==> src/rtl/mips_multicycle_ctrl.sv <==
// mips_multicycle_ctrl: multicycle MIPS control FSM with memory wait handling and retired-instruction counter.
// Define MCTRL_EXC_EN to trap on illegal opcodes and on memory wait timeouts.
module mips_multicycle_ctrl #(
  parameter int MEM_TIMEOUT = 16,
  parameter int CNT_W = 32
) (
  input  logic             clk,
  input  logic             rst_n,
  input  logic [5:0]       opcode,
  input  logic             mem_ready,
  output logic [17:0]      ctrl,
  output logic [3:0]       state,
  output logic             trap,
  output logic [CNT_W-1:0] retired
);
  localparam int WW = $clog2(MEM_TIMEOUT + 1);
  localparam int b_pcwrite = 0;
  localparam int b_pcwritecond = 1;
  localparam int b_branchne = 2;
  localparam int b_iord = 3;
  localparam int b_memread = 4;
  localparam int b_memwrite = 5;
  localparam int b_irwrite = 6;
  localparam int b_memtoreg = 7;
  localparam int b_regdst = 8;
  localparam int b_regwrite = 9;
  localparam int b_alusrca = 10;
  localparam int b_alusrcb = 11;
  localparam int b_aluop = 13;
  localparam int b_pcsource = 15;
  localparam int b_extendsel = 17;
  typedef enum logic [3:0] {
    FETCH = 4'd0, DECODE = 4'd1, MEMADR = 4'd2, MEMRD = 4'd3, MEMWB = 4'd4,
    MEMWR = 4'd5, EXEC = 4'd6, ALUWB = 4'd7, BRANCH = 4'd8, JUMP = 4'd9,
    ORIEX = 4'd10, ORIWB = 4'd11, TRAP = 4'd12
  } state_t;
  state_t st, nxt;
  logic [5:0] op_q;
  logic [WW-1:0] wcnt, wcnt_d;
  logic wait_st, retire;
  assign wait_st = st inside {FETCH, MEMRD, MEMWR};
  assign state = st;
`ifdef MCTRL_EXC_EN
  logic timeout;
  assign timeout = wait_st && !mem_ready && wcnt == WW'(MEM_TIMEOUT);
  assign trap = st == TRAP;
`else
  assign trap = 1'b0;
`endif
  always_comb begin
    nxt = st;
    case (st)
      FETCH:  nxt = mem_ready ? DECODE : FETCH;
      DECODE:
        case (opcode)
          6'd0:         nxt = EXEC;
          6'd35, 6'd43: nxt = MEMADR;
          6'd4, 6'd5:   nxt = BRANCH;
          6'd2:         nxt = JUMP;
          6'd13:        nxt = ORIEX;
`ifdef MCTRL_EXC_EN
          default:      nxt = TRAP;
`else
          default:      nxt = FETCH;
`endif
        endcase
      MEMADR: nxt = op_q == 6'd35 ? MEMRD : MEMWR;
      MEMRD:  nxt = mem_ready ? MEMWB : MEMRD;
      MEMWR:  nxt = mem_ready ? FETCH : MEMWR;
      EXEC:   nxt = ALUWB;
      ORIEX:  nxt = ORIWB;
      TRAP:   nxt = TRAP;
      default: nxt = FETCH;
    endcase
`ifdef MCTRL_EXC_EN
    if (timeout) nxt = TRAP;
`endif
  end
  assign retire = nxt == FETCH && st inside {MEMWB, MEMWR, ALUWB, BRANCH, JUMP, ORIWB};
  // Counter survives only while stalling in the same wait state; any entry or completion clears it.
  assign wcnt_d = (wait_st && !mem_ready && nxt == st) ?
                  (wcnt == WW'(MEM_TIMEOUT) ? wcnt : wcnt + WW'(1)) : '0;
  always_comb begin
    ctrl = '0;
    case (st)
      FETCH: begin
        ctrl[b_memread] = 1'b1;
        ctrl[b_alusrcb +: 2] = 2'b01;
        ctrl[b_irwrite] = mem_ready;
        ctrl[b_pcwrite] = mem_ready;
      end
      DECODE: begin
        ctrl[b_alusrcb +: 2] = 2'b11;
        ctrl[b_extendsel] = 1'b1;
      end
      MEMADR: begin
        ctrl[b_alusrca] = 1'b1;
        ctrl[b_alusrcb +: 2] = 2'b10;
        ctrl[b_extendsel] = 1'b1;
      end
      MEMRD: begin
        ctrl[b_memread] = 1'b1;
        ctrl[b_iord] = 1'b1;
      end
      MEMWB: ctrl[b_regwrite] = 1'b1;
      MEMWR: begin
        ctrl[b_memwrite] = 1'b1;
        ctrl[b_iord] = 1'b1;
      end
      EXEC: begin
        ctrl[b_alusrca] = 1'b1;
        ctrl[b_aluop +: 2] = 2'b10;
      end
      ALUWB: begin
        ctrl[b_regdst] = 1'b1;
        ctrl[b_memtoreg] = 1'b1;
        ctrl[b_regwrite] = 1'b1;
      end
      BRANCH: begin
        ctrl[b_alusrca] = 1'b1;
        ctrl[b_aluop +: 2] = 2'b01;
        ctrl[b_pcwritecond] = 1'b1;
        ctrl[b_pcsource +: 2] = 2'b01;
        ctrl[b_branchne] = op_q == 6'd5;
      end
      JUMP: begin
        ctrl[b_pcwrite] = 1'b1;
        ctrl[b_pcsource +: 2] = 2'b10;
      end
      ORIEX: begin
        ctrl[b_alusrca] = 1'b1;
        ctrl[b_alusrcb +: 2] = 2'b10;
        ctrl[b_aluop +: 2] = 2'b11;
      end
      ORIWB: begin
        ctrl[b_memtoreg] = 1'b1;
        ctrl[b_regwrite] = 1'b1;
      end
      default: ctrl = '0;
    endcase
  end
  always_ff @(posedge clk) begin
    if (!rst_n) begin
      st <= FETCH;
      op_q <= '0;
      wcnt <= '0;
      retired <= '0;
    end else begin
      st <= nxt;
      wcnt <= wcnt_d;
      if (st == DECODE) op_q <= opcode;
      if (retire) retired <= retired + CNT_W'(1);
    end
  end
endmodule

==> config.mk <==
export PLATFORM = sky130hd
export DESIGN_NAME = mips_multicycle_ctrl
export DESIGN_NICKNAME = d
export VERILOG_FILES = /design/src/rtl/mips_multicycle_ctrl.sv
export SDC_FILE = /design/constraint.sdc
export NUM_CORES = 1
export LEC_CHECK = 0
export BUFFER_PORTS_ARGS = -buffer_cell sky130_fd_sc_hd__buf_2
export CORE_MARGIN = 2
export CORE_UTILIZATION = 56
export DETAILED_ROUTE_END_ITERATION = 8
export GPL_TIMING_DRIVEN = 0
export PLACE_DENSITY_LB_ADDON = 0.3
export RECOVER_POWER = 25
export SYNTH_ARGS = -nofsm -noshare
export SYNTH_HDL_FRONTEND = slang
export SYNTH_SLANG_ARGS = --single-unit
==> constraint.sdc <==
create_clock -name clk -period 4.8 [get_ports clk]
set_input_delay 0.24 -clock clk [delete_from_list [all_inputs] [get_ports clk]]
set_output_delay 0.24 -clock clk [all_outputs]
set_load 0.05 [all_outputs]
# After elaboration in Yosys (flattened, before gate mapping)
# Index checks and enable logic that the tools add are counted.
dict set report word_totals {
  word_cells 58
  input_bits 9
  mem_bits_rw 0
  memories 0
  latchBits 0
  regBits 42
  rom_bits 0
  out_inout_bits 55
}
dict set report op_classes {
  add_sub_neg 1
  n_bitwise 0
  reduce_logical 14
  eq_ne 20
  shift 0
  n_div 0
  mul 0
  magnitude_cmp 0
  mux 20
}
# operator count
set op_table {}
lappend op_table {{adder 32 x 1 -> 32 bit, second input constant} 1}
lappend op_table {{case mux 4 bit (8 select lines)} 1}
lappend op_table {{equality test 4 bit, second input constant} 5}
lappend op_table {{case mux 4 bit (5 select lines)} 1}
lappend op_table {{equality test 6 x 3 -> 1 bit, second input constant} 3}
lappend op_table {{equality test 6 bit, second input constant} 3}
lappend op_table {{equality test 4 x 3 -> 1 bit, second input constant} 4}
lappend op_table {{OR reduction 2 bit} 7}
lappend op_table {{case mux 2 bit (3 select lines)} 2}
lappend op_table {{two-way mux 1 bit} 10}
lappend op_table {{two-way mux 3 bit} 3}
lappend op_table {{equality test 4 x 2 -> 1 bit, second input constant} 2}
lappend op_table {{logical NOT 4 bit} 2}
lappend op_table {{equality test 6 x 2 -> 1 bit, second input constant} 1}
lappend op_table {{equality test 6 x 4 -> 1 bit, second input constant} 1}
lappend op_table {{logical NOT 6 bit} 1}
lappend op_table {{nonzero test 6 bit} 1}
lappend op_table {{equality test 4 x 1 -> 1 bit, second input constant} 1}
lappend op_table {{case mux 2 bit (2 select lines)} 1}
lappend op_table {{OR reduction 4 bit} 1}
lappend op_table {{OR reduction 3 bit} 1}
lappend op_table {{two-way mux 2 bit} 1}
lappend op_table {{case mux 1 bit (2 select lines)} 1}
lappend op_table {{logical AND 1 bit} 1}

# Logic depth before layout (Yosys ltp)
# Gate-level depths: netlist of run 1.
dict set report depth {
  ltp_word 6
  depth_mapped 7
  mapped_depth_nobuf 6
}

# Worst setup path before layout of run 1
# OpenSTA, ideal clock, no wires.
dict set report synth_path {
  kind {reg-to-output}
  startpoint {register st[2] (netlist: state[2])}
  endpoint {output port ctrl[2]}
  path_stages_with_launch 7
  arrival_ns 4.154
  t_required_ns 4.560
  path_buffers 2
  path_slack_ns 0.406
  path_cell_list {dfxtp_1 > clkbuf_1 > clkbuf_1 > nand2b_1 > nor3_1 > nand3_1 > nor4b_1}
}
dict set report synth_between {
  elab_chain_cells 2
}
# item line_no
set synth_rtl {}
lappend synth_rtl {{start: declaration} 37} ;# state_t st, nxt;
lappend synth_rtl {{start signal: assignment} 149} ;# st <= nxt;
lappend synth_rtl {{equality test 4 bit} 85} ;# case (st)
lappend synth_rtl {{two-way mux 2 bit} 85}
lappend synth_rtl {{end: declaration} 11} ;# output logic [17:0] ctrl,
# No other way between the ends.

# Worst setup path after layout of run 1
# Ends and elaborated chain as after synthesis.

==> results of run 1 <==
[path summary, 6_finish.rpt]
| path | from | end | slack (ns) | cells after the start |
|---|---|---|---|---|
| setup / recovery | state[2]$_SDFF_PN0_ | ctrl[2] | 2.20 | 7 |
| hold / removal | opcode[4] | op_q[4]$_SDFFE_PN0P_ | 0.21 | 3 |
| setup reg to reg | state[2]$_SDFF_PN0_ | retired[19]$_SDFFE_PN0P_ | 2.63 | 7 |
| hold reg to reg | op_q[3]$_SDFFE_PN0P_ | op_q[3]$_SDFFE_PN0P_ | 0.46 | 2 |
[metal layers]
| layer | GRT usage [%] | up-vias | part of all wire [%] |
|---|---|---|---|
| met5 | 0 | - | 0 |
| met4 | 8.00 | 0 | 0.74 |
| met3 | 4.77 | 4 | 4.3 |
| met2 | 43.5 | 62 | 50 |
| met1 | 32.6 | 1124 | 45 |
| li1 | - | 1252 | - |
[flip-flops by register name, indices dropped and copies added (netlist names)]
signal / count
op_q: 6
retired: 32
state: 4
[cell usage after synthesis, types with 2 or more instances]
master / count
sky130_fd_sc_hd__nor2b_1: 2
sky130_fd_sc_hd__and3b_1: 2
sky130_fd_sc_hd__or4_1: 5
sky130_fd_sc_hd__o21a_1: 2
sky130_fd_sc_hd__nand3_1: 14
sky130_fd_sc_hd__xor2_1: 7
sky130_fd_sc_hd__nand2b_1: 8
sky130_fd_sc_hd__o21ai_0: 18
sky130_fd_sc_hd__o22ai_1: 3
sky130_fd_sc_hd__nor4_1: 3
sky130_fd_sc_hd__inv_1: 8
sky130_fd_sc_hd__and4_1: 4
sky130_fd_sc_hd__buf_4: 2
sky130_fd_sc_hd__nand4_1: 15
sky130_fd_sc_hd__or2_2: 2
sky130_fd_sc_hd__nor4b_1: 2
sky130_fd_sc_hd__nor2_1: 34
sky130_fd_sc_hd__xnor2_1: 5
sky130_fd_sc_hd__o31ai_1: 5
sky130_fd_sc_hd__clkbuf_1: 12
sky130_fd_sc_hd__nor3_1: 7
sky130_fd_sc_hd__or3_1: 18
sky130_fd_sc_hd__a21oi_1: 32
sky130_fd_sc_hd__nand2_1: 32
sky130_fd_sc_hd__and2_1: 5
sky130_fd_sc_hd__o311ai_1: 2
sky130_fd_sc_hd__dfxtp_1: 42
sky130_fd_sc_hd__and3_1: 5
[where the power goes]
part	internal, mW	switching (mW)
Clock	0.103	0.120
Combinational	0.0153	0.0428
Sequential	0.352	0.00303
[per-stage QoR]
step           instance area (µm²)  setup slack, ns  util, %
4_1_cts                       2740             2.22     69.1
2_1_floorplan                 2280            0.406        -
6_report                      2710             2.20     68.3
3_5_place_dp                  2660             2.58     66.9
3_3_place_gp                  2660             2.59     66.9
5_1_grt                       2710             1.96     68.3
[cells by family (layout without fill, tap and decap cells)]
| group | Yosys count | in the layout |
|---|---|---|
| adders and majority gates | 1 | 1 |
| muxes | 1 | 1 |
| AOI/OAI and AO/OA | 67 | 67 |
| buffers and inverters | 23 | 93 |
| and+or+nand+nor | 160 | 160 |
| other | 1 | 1 |
| DFF | 42 | 42 |
| xor gates and xnor gates | 12 | 12 |
[area by class of cell]
cell class / count / share of cell area [%]
multi-input combinational: 242 / 49.7
clock inverter: 2 / 0.507
inverter: 8 / 1.11
timing repair buffer: 62 / 10.3
sequential: 42 / 31.0
tap: 50 / 2.31
clock buffer: 6 / 2.67
buffer: 15 / 2.40
[worst min-delay path: cells and delay by family]
kind / cells / cell delay, ns
simple gates: 1 / 0.05
buf+inv: 1 / 0.11
compound gates: 1 / 0.05
==> results, run 1 <==
- For the final database, setup skew stands at 0.00619 ns.
- The die footprint is 4610 µm².
- Walking the worst path, the cells encountered are clkbuf_1, clkbuf_1, nand2b_1, nor3_1, nand3_1, nor4b_1, buf_2.
- Summed over all layers, the global routing overflow is 0.
- After clock tree synthesis, the flow added hold-fix buffers numbering 0.
- The top cell types in the final layout, fill and taps aside, are sky130_fd_sc_hd__dfxtp_1, sky130_fd_sc_hd__buf_2, sky130_fd_sc_hd__clkbuf_1.
- After detailed routing, the number of remaining DRC violations is 0.
- The total inserted antenna cells is 0.
- The final count of hold timing violations is 0.
- For the worst setup path, the data required time is 4.56 ns.
- The signed area change from the synthesized netlist to the final layout is 18.8%.
- The fraction of synthesized area in multiplexers is 0.438%.
- The number of iterations in the first detailed-routing pass is 4.
- The die outline height is 67.9 µm.
- The clock transition at the registers of the reported paths is 0.08 ns.
- The number of routed nets with antenna violations is 0.
- In this run, CTS created clock tree buffers numbering 5.
- Registers take between 800 and 900 µm².
- The most numerous cell on the critical path is sky130_fd_sc_hd__clkbuf_1.
- After Yosys synthesis, full adders, half adders and majority gates account for 0.548% of the synthesized area.
- The sum of negative setup slack is 0 ns.
- After synthesis the cells add up to between 2000 and 2500 µm².
- On the critical path the largest part of the delay comes from simple AND/OR/NAND/NOR gates.
- The region available for standard cell placement spans 3970 µm².
- The number of standard cells after synthesis is 307.
- Static timing analysis puts the maximum clock frequency at 0.385 GHz.
- Summing the areas of all xor and xnor instances in the mapped netlist gives 4.60% of the synthesized area.
- The biggest area contributor in the post-synthesis netlist is sky130_fd_sc_hd__dfxtp_1.
- The overall power after layout is 635 µW.
- For this configuration, the core starts out at a cell density of 57.5%.
- The period utilization is approximately 54%.
- The arrival time at the worst endpoint is 2.36 ns.
- Setup repair after global routing left no endpoint under its margin.
- For this run, the number of standard cells in the final layout without fillers is 427.
- Counting flops and latches in the post-synthesis netlist gives 42.
- The synthesized netlist devotes 16.5% of its cell area to compound gates.
- The sequential element share of the synthesized area is 36.8%.
- The synthesized netlist devotes a little under two fifths of its cell area to simple gates.
- The placer congestion estimate is 0.880.
- The chip width is about 68 µm.
- The path class of the lowest-slack min-delay path is in -> reg.
- The number of setup buffers added after CTS is 0.
- 64 I/O pins were placed.
- The cell row count is 23.
- In the final layout, the multi-input gates occupy 1350 µm².
- In this run, distinct cell masters in the synthesized netlist total 39.
- In the routed layout, each cell is associated on average with a via count of approximately 5.7.
- The number of fill cells in the layout is 347.
- Setup violations remaining at the end of the flow were counted as 0.
- The most frequently used flop master after synthesis is sky130_fd_sc_hd__dfxtp_1.
- The smallest hold slack is 0.212 ns.
- The clock latency on the worst-skew pair is 0.29 ns.
- The count of vias placed by the detailed router is 2442.
- The number of nets produced by synthesis is 317.
- The first routing iteration left 138 violations.
- The slowest cell on the critical path is sky130_fd_sc_hd__dfxtp_1.
- The worst slew margin relative to its limit is 39.9%.
- On the worst path, the slowest cell contributes a delay of 0.33 ns.
- Across every metal layer, demand over resource in global routing totals 25.5%.
- The number of flops mapped to enable cells by yosys is 0.
- The total half-perimeter wirelength after legalization and detailed placement is 4.22 mm.
- The analysis attributes to cell leakage a power of 0.976 nW.
- The count of H-tree levels built during CTS is 2.
- In this run the tool buffered the top-level ports with 62 buffer cells.
- The initial antenna violation count is 0.
- The smallest clock period supported by the final layout is computed as 2.60 ns.
- The ratio of cells with drive above 1 in the final layout is 13.3%.
- The worst setup path is launched from a flop.
- The via count of the first global-routing pass is roughly 2000.
- The worst setup path is of the reg -> out kind.
- In this run, post-CTS repair resized a total of 0 instances.
- CTS saw 42 sinks.
- The transition at the pin with the smallest max-transition slack is 0.887 ns.
- The flow ran to the end, and the final reports show no timing, DRC or antenna violations.
- The first-pass GRT wire length is between 8 and 9 mm.
- The average footprint of a synthesized cell is 7.44 µm².
- The number of warnings issued by yosys is 0.
- The share of the synthesized area in the top cell type is 36.8%.
- The placed cell count is approximately 420.
- In the final routed layout, each cell accounts on average for 13.3 µm.
- The final net count is 386.
- After synthesis, the largest family of logic cells by area is simple AND/OR/NAND/NOR gates.
- The library cell used most frequently in the layout, excluding fill and tap cells, is sky130_fd_sc_hd__dfxtp_1.
- STA classifies the critical path endpoint as an output pin.
- Counting flops with an async set or reset pin after synthesis yields a share of 0%.
- TritonCTS built the clock tree.
- The final number of max-transition violations was 0.
- The clock passes through at most 2 buffers.
- IR analysis of the VDD net gives a maximum drop of 0.133 mV.
- Counting both buffers and inverters, the worst setup path holds a total of 3.
- The root buffer cell chosen for the clock tree is sky130_fd_sc_hd__clkbuf_8.
- Of all nets on the critical path, the largest fanout is 10.
- For this design the ratio of total power to cell area is 234 nW/µm².
- The final wirelength is 5.69 mm.
- The max-capacitance violation count is 0.
- After synthesis, the cell types taking the most area are sky130_fd_sc_hd__dfxtp_1, sky130_fd_sc_hd__a21oi_1, sky130_fd_sc_hd__nor2_1, sky130_fd_sc_hd__nand2_1, sky130_fd_sc_hd__or3_1.
- The largest net degree at the start of global routing is 14.
No activity file was read; power rests on OpenSTA's default activity.
==> run 2: changes to the inputs <==
Settings changed: CORE_UTILIZATION 56 to 47.
Clock period 4.8 ns to 2.3 ns, I/O delays scaled along.
==> run 2 against run 1 <==
- clock skew is essentially flat
- via count increased by 2.8%
- first-iteration DRC count is 20% lower
- critical endpoint is now ctrl[17]
- final area increased by 4.1%
- clock-buffer cell count up 1
- sequential share of layout area is 1.2 points lower
==> results, run 2 (same netlist as run 1, synthesis figures left out) <==
- The final count of hold timing violations was 0 (unchanged).
- The total global-route track usage is 23.0% (was 25.5%).
- The routed wirelength normalized by instance count is 14.1 µm (was 13.3 µm).
- The number of clock sinks is 42 (unchanged).
- The most frequent standard cell in the layout excluding fill and tap cells is sky130_fd_sc_hd__dfxtp_1 (unchanged).
- The worst slew margin relative to its limit is 37.7% (was 39.9%).
- The sum of negative setup slack was 0 ns (unchanged).
- The category of the critical setup timing path is reg -> out (unchanged).
- The count of H-tree levels built during CTS is 2 (unchanged).
- Outcome: finished clean (unchanged).
- The placed cell count is 423 (was 419).
- The via density per instance is 5.76 (was 5.72).
- The path class of the lowest-slack min-delay path was in -> reg (unchanged).
- The buffer levels on the longest clock path was 2 (unchanged).
- The maximum ir drop on the vdd rail is 0.324 mV (was 0.133 mV).
- The number of DRC violations after detailed-routing iteration 0 is 111 (was 138).
- The switching share of power came to 24.6% (was 26.1%).
- The largest net degree at the start of global routing was 13 (was 14).
- The count of port buffers added during placement is 62 (unchanged).
- The register share of total power is 51.2% (was 55.8%).
- The final net count was 391 (was 386).
- The number of I/O pins is 64 (unchanged).
- Setup repair after global routing missed its margin: no (unchanged).
- The required time of the critical path is 2.18 ns (was 4.56 ns).
- The worst path buffer plus inverter count is 2 (was 3).
- The total inserted antenna cells came to 0 (unchanged).
- Cell Chain, Critical Path: clkbuf_1, nand3_1, o21ai_0, buf_2 (was clkbuf_1, clkbuf_1, nand2b_1, nor3_1, nand3_1, nor4b_1, buf_2).
- The cell leakage power was 1.01 nW (was 0.976 nW).
- The final critical path takes up 94.9% of the cycle.
- The clock transition at the registers of the reported paths came to 0.08 ns (about the same).
- The share of power burned in the clock network is 40.1% (was 35.0%).
- The chip width is 73.7 µm (was 67.9 µm).
- The final wirelength is 6.14 mm (was 5.69 mm).
- The number of fill cells in the layout is 464 (was 347).
- The die outline height is 73.7 µm (was 67.9 µm).
- The maximum fanout count along the critical path is 10 (unchanged).
- The arrival time at the worst endpoint is 2.07 ns (was 2.36 ns).
- The initial antenna violation count is 0 (unchanged).
- The number of routed nets with antenna violations is 0 (unchanged).
- The via count of the first global-routing pass came to 2151 (was 1997).
- The final number of max-transition violations is 0 (unchanged).
- The maximum cell stage delay along the critical path is 0.47 ns (was 0.33 ns).
- The count of vias placed by the detailed router is 2511 (was 2442).
- The root buffer cell was sky130_fd_sc_hd__clkbuf_8 (unchanged).
- The number of buffers added by the clock tree synthesis step is 5 (unchanged).
- The slowest cell on the critical path is sky130_fd_sc_hd__dfxtp_1 (unchanged).
- The cell family with the largest share of critical-path delay is buffers and inverters (was simple AND/OR/NAND/NOR gates).
- The worst clock skew on the final layout is 0.00599 ns (was 0.00619 ns).
- The number of iterations in the first detailed-routing pass is 4 (unchanged).
- The final number of setup-violating endpoints was 0 (unchanged).
- The CTS tree was done (unchanged).
- The DRC violations left is 0 (unchanged).
- The placer congestion estimate came to 0.901 (was 0.880).
- The post-route cell area is 2830 µm² (was 2710 µm²).
- The power spent charging and discharging nets came to 356 µW (was 166 µW).
- The signed area change from the synthesized netlist to the final layout is 23.7% (was 18.8%).
- Commonest cells after routing, fill and taps aside: sky130_fd_sc_hd__dfxtp_1, sky130_fd_sc_hd__buf_2, sky130_fd_sc_hd__clkbuf_1 (unchanged).
- The initial standard-cell utilization of the core is 48.7% (was 57.5%).
- The share of power burned in combinational logic is 8.7% (was 9.2%).
- The power density relative to cell area is 512 nW/µm² (was 234 nW/µm²).
- The ratio of cells with drive above 1 in the final layout is 16.2% (was 13.3%).
- The area of the placeable core is 4690 µm² (was 3970 µm²).
- The launching element type of the critical path is a flop (unchanged).
- The clock latency on the worst-skew pair was 0.30 ns (was 0.29 ns).
- The transition at the pin with the smallest max-transition slack was 0.919 ns (was 0.887 ns).
- The cell row count is 25 (was 23).
- The filler-free cell count of the finished design came to 436 (was 427).
- The number of flip-flops in the largest register is 32 (unchanged).
- The type of destination of the critical path was an output pin (unchanged).
- The cell-internal power is 1.09 mW (was 469 µW).
- The final cell utilization of the core came to 60.2% (was 68.3%).
- The clock period could shrink to about 2.2 ns.
- The sum of overflow across all layers after global routing was 0 (unchanged).
- The register bank with the most flops is retired (unchanged).
- The max-capacitance violation count is 0 (unchanged).
- Timing would allow up to between 0.4 and 0.5 GHz.
- The post-detailed-placement cell area is 2710 µm² (was 2660 µm²).
- The first-pass GRT wire length is 9.92 mm (was 8.98 mm).
- The total half-perimeter wirelength after legalization and detailed placement is 4.44 mm (was 4.22 mm).
- The smallest hold slack is 0.0831 ns (was 0.212 ns).
- The die footprint is 5430 µm² (was 4610 µm²).
## run 2: layer usage
layer  vias up  wire length (µm)  global-route usage (%)
met5         -                 0                       0
met4         0                96                    6.46
met3        13               397                    3.84
met2        87              2800                    35.4
met1      1159              2840                    33.1
li1       1252                 -                       -
## run 2: path summary, 6_finish.rpt
| path | slack [ns] | cells past startpoint | start | to |
|---|---|---|---|---|
| worst min register to register | 0.48 | 2 | op_q[4]$_SDFFE_PN0P_ | op_q[4]$_SDFFE_PN0P_ |
| worst min-delay path | 0.08 | 2 | rst_n | state[1]$_SDFF_PN0_ |
| worst max register to register | 0.26 | 5 | state[0]$_SDFF_PN0_ | state[1]$_SDFF_PN0_ |
| worst max-delay path | 0.12 | 4 | state[0]$_SDFF_PN0_ | ctrl[17] |
## run 2: layout make-up
type,instances,area (µm²),share of cell area (%)
Multi-Input combinational cell,242,1390,49.2
Sequential cell,42,842,29.8
Clock inverter,1,30.0,1.06
Buffer,15,66.3,2.35
Tap cell,54,67.6,2.39
Timing Repair Buffer,67,324,11.5
Clock buffer,7,76.3,2.70
Inverter,8,30.0,1.06
## run 2: repair_timing
item,4_1_cts,5_1_grt
setup buffers,0,5
setup endpoints to repair,1,9
gates resized for setup,1,2
hold buffers,0,0
pin swaps,0,3
## run 2: power by group through the flow
stage / Clock [mW] / Sequential (mW) / Combinational [mW]
after detailed placement: 0 / 0.758 / 0.124
after floorplan: 0 / 0.763 / 0.0830
final: 0.581 / 0.741 / 0.126
after global routing: 0.620 / 0.742 / 0.134
after global placement: 0 / 0.758 / 0.123
after CTS: 0.588 / 0.741 / 0.125
## run 2: through the flow
stage / setup slack [ns] / total power, mW
after global routing: 0.0188 / 1.50
after global placement: 0.173 / 0.881
after floorplan: -0.172 / 0.846
after CTS: 0.0455 / 1.45
after detailed placement: 0.147 / 0.882
final: 0.116 / 1.45
==> run 3: changes to the inputs <==
Settings changed: CORE_ASPECT_RATIO set to 0.5.
==> run 3 against run 2 <==
- via count grew 0.24%
- final area is 0.18% lower
- core utilization grew 2.0 points
- combinational power hardly changed
- non-clock buffer count down 4
- clock power is 3% higher
- first-iteration DRC count is 36% higher
- worst setup slack improved by 0.0066 ns
- routed wire length fell by 0.44%
- clock skew rose by 0.0031 ns
- power increased by 1.3%
- register-to-register slack got worse by 0.09 ns
- highest routed layer unchanged
==> results, run 3 (same netlist as run 1, synthesis figures left out) <==
- The area of the multi-input gates is 1390 µm² (unchanged).
- Setup repair after global routing missed its margin: yes (was no).
- The worst slew margin relative to its limit is 41.1% (was 37.7%).
- The maximum achievable frequency came to 0.459 GHz (was 0.458 GHz).
- The number of DRC violations after detailed-routing iteration 0 is 151 (was 111).
- The die footprint is 5470 µm² (was 5430 µm²).
- The critical path launch point is state[2]$_SDFF_PN0_ (was state[0]$_SDFF_PN0_).
- The register area is 842 µm² (unchanged).
- The final cell utilization of the core is 62.3% (was 60.2%).
- The launching element type of the critical path is a flop (unchanged).
- The share of power burned in combinational logic was 8.6% (was 8.7%).
- The filler-free cell count of the finished design is 443 (was 436).
- The routed wirelength normalized by instance count was 13.8 µm (was 14.1 µm).
- The final count of hold timing violations came to 0 (unchanged).
- The total half-perimeter wirelength after legalization and detailed placement was 4.45 mm (was 4.44 mm).
- The power spent charging and discharging nets came to 352 µW (was 356 µW).
- The ratio of cells with drive above 1 in the final layout was 16.4% (was 16.2%).
- The transition at the pin with the smallest max-transition slack is 0.869 ns (was 0.919 ns).
- The DRC violations left came to 0 (unchanged).
- The chip width is 103 µm (was 73.7 µm).
- The arrival time at the worst endpoint is 2.06 ns (was 2.07 ns).
- The cell leakage power is 1.01 nW (about the same).
- The number of buffers added by the clock tree synthesis step is 5 (unchanged).
- The maximum fanout count along the critical path is 10 (unchanged).
- The logic depth of the worst register-to-register path is 6 (was 5).
- The buffer levels on the longest clock path is 2 (unchanged).
- The minimum setup slack among reg-to-reg paths is 0.17 ns (was 0.26 ns).
- The count of H-tree levels built during CTS is 2 (unchanged).
- The post-layout minimum cycle time is 2.18 ns (about the same).
- The register share of total power is 50.6% (was 51.2%).
- The clock transition at the registers of the reported paths is 0.08 ns (about the same).
- The end point of the critical path is ctrl[2] (was ctrl[17]).
- The cell-internal power is 1.11 mW (was 1.09 mW).
- The area of the placeable core was 4530 µm² (was 4690 µm²).
- The number of routed nets with antenna violations is 0 (unchanged).
- The hold-fix buffer count after cts is 0 (unchanged).
- The clock latency on the worst-skew pair came to 0.29 ns (was 0.30 ns).
- The number of I/O pins is 64 (unchanged).
- The share of power burned in the clock network was 40.8% (was 40.1%).
- The max-capacitance violation count is 0 (unchanged).
- The register bank with the most flops is retired (unchanged).
- The signed area change from the synthesized netlist to the final layout is 23.5% (was 23.7%).
- The smallest hold slack was 0.0881 ns (was 0.0831 ns).
- The first-pass GRT wire length is 9.52 mm (was 9.92 mm).
- The worst clock skew on the final layout is 0.00912 ns (was 0.00599 ns).
- The final number of setup-violating endpoints is 0 (unchanged).
- The sum of overflow across all layers after global routing is 0 (unchanged).
- The final net count is 387 (was 391).
- The count of vias placed by the detailed router came to 2517 (was 2511).
- The type of destination of the critical path is an output pin (unchanged).
- The maximum ir drop on the vdd rail was 0.399 mV (was 0.324 mV).
- The final number of max-transition violations is 0 (unchanged).
- The switching share of power was 24.0% (was 24.6%).
- The category of the critical setup timing path was reg -> out (unchanged).
- The startpoint of the worst register-to-register path is state[2]$_SDFF_PN0_ (was state[0]$_SDFF_PN0_).
- The number of clock sinks is 42 (unchanged).
- The number of iterations in the first detailed-routing pass was 5 (was 4).
- The placer congestion estimate is 0.935 (was 0.901).
- The die outline height is 53.3 µm (was 73.7 µm).
- The initial standard-cell utilization of the core is 50.4% (was 48.7%).
- Commonest cells after routing, fill and taps aside: sky130_fd_sc_hd__buf_2, sky130_fd_sc_hd__dfxtp_1, sky130_fd_sc_hd__nor2_1 (was sky130_fd_sc_hd__dfxtp_1, sky130_fd_sc_hd__buf_2, sky130_fd_sc_hd__clkbuf_1).
- The total inserted antenna cells is 0 (unchanged).
- The root buffer cell is sky130_fd_sc_hd__clkbuf_8 (unchanged).
- The final wirelength came to 6.11 mm (was 6.14 mm).
- The cell row count is 17 (was 25).
- The destination of the worst register-to-register timing path is retired[30]$_SDFFE_PN0P_ (was state[1]$_SDFF_PN0_).
- The initial antenna violation count came to 0 (unchanged).
- The period utilization came to 94.7% (was 94.9%).
- The overall power after layout is 1.47 mW (was 1.45 mW).
- The path class of the lowest-slack min-delay path was in -> reg (unchanged).
- The total global-route track usage is 22.6% (was 23.0%).
- The largest net degree at the start of global routing came to 13 (unchanged).
- The placed cell count is 435 (was 423).
- Outcome: finished clean (unchanged).
- The CTS tree is done (unchanged).
- The count of port buffers added during placement is 62 (unchanged).
- The via density per instance is 5.68 (was 5.76).
- The number of fill cells in the layout is 439 (was 464).
- The number of flip-flops in the largest register was 32 (unchanged).
- The power density relative to cell area was 520 nW/µm² (was 512 nW/µm²).
- The via count of the first global-routing pass is 2106 (was 2151).
- The required time of the critical path came to 2.18 ns (about the same).
[run 3: timing repair]
item                                    4_1_cts  5_1_grt
gates resized for setup                       0        6
buffers inserted                              0        1
endpoints found under the setup margin        0       13
hold endpoints to repair                      0        0
[run 3: critical path, cell delays in order (launching register included)]
cell and delay [ns]:
sky130_fd_sc_hd__dfxtp_2 0.32, sky130_fd_sc_hd__clkbuf_1 0.18, sky130_fd_sc_hd__buf_2 0.23, sky130_fd_sc_hd__nand2b_2 0.26, sky130_fd_sc_hd__nor3_4 0.22, sky130_fd_sc_hd__nand3_2 0.12, sky130_fd_sc_hd__nor4b_4 0.23, sky130_fd_sc_hd__buf_6 0.19
[run 3: layout make-up]
| type | instances | area share (%) |
|---|---|---|
| multi-input cells | 242 | 49.3 |
| plain buffers | 15 | 2.39 |
| repair buffers | 63 | 10.5 |
| flip-flops and latches | 42 | 29.8 |
| well taps | 66 | 2.93 |
| inverters | 8 | 1.06 |
| clock buffers | 6 | 2.93 |
| clock inverters | 1 | 1.06 |
[run 3: worst min-delay path by stage]
| stage | startpoint | endpoint | depth (start not counted) | slack, ns |
|---|---|---|---|---|
| floorplan | rst_n | state[1]$_SDFF_PN0_ | 1 | 0.23 |
| global placement | opcode[4] | op_q[4]$_SDFFE_PN0P_ | 3 | 0.39 |
| detailed placement | rst_n | state[1]$_SDFF_PN0_ | 2 | 0.39 |
| CTS | opcode[4] | op_q[4]$_SDFFE_PN0P_ | 3 | 0.09 |
| global route | opcode[4] | op_q[4]$_SDFFE_PN0P_ | 3 | 0.09 |
| finish | opcode[4] | op_q[4]$_SDFFE_PN0P_ | 3 | 0.09 |
[run 3: per-stage QoR]
stage	setup TNS (ns)	worst slack, ns	area, µm²
finish	0	0.123	2820
global route	-0.0553	-0.0273	2820
CTS	0	0.0211	2830
detailed placement	0	0.166	2720
global placement	0	0.239	2720
floorplan	-0.172	-0.172	2330
[run 3: metal layers]
| metal | GRT usage [%] | vias up | part of all wire, % | routed length (µm) |
|---|---|---|---|---|
| met4 | 4.89 | 0 | 0.59 | 36 |
| met5 | 0 | - | 0 | 0 |
| met2 | 38.9 | 84 | 46 | 2830 |
| met3 | 5.28 | 6 | 7.5 | 459 |
| li1 | - | 1248 | - | - |
| met1 | 29.2 | 1179 | 46 | 2780 |
[run 3: power by group through the flow]
stage,Clock [mW],Sequential (mW),Combinational (mW)
after floorplan,0,0.763,0.0830
after global placement,0,0.758,0.123
after detailed placement,0,0.758,0.125
after CTS,0.602,0.741,0.126
after global routing,0.633,0.742,0.135
final,0.599,0.741,0.126
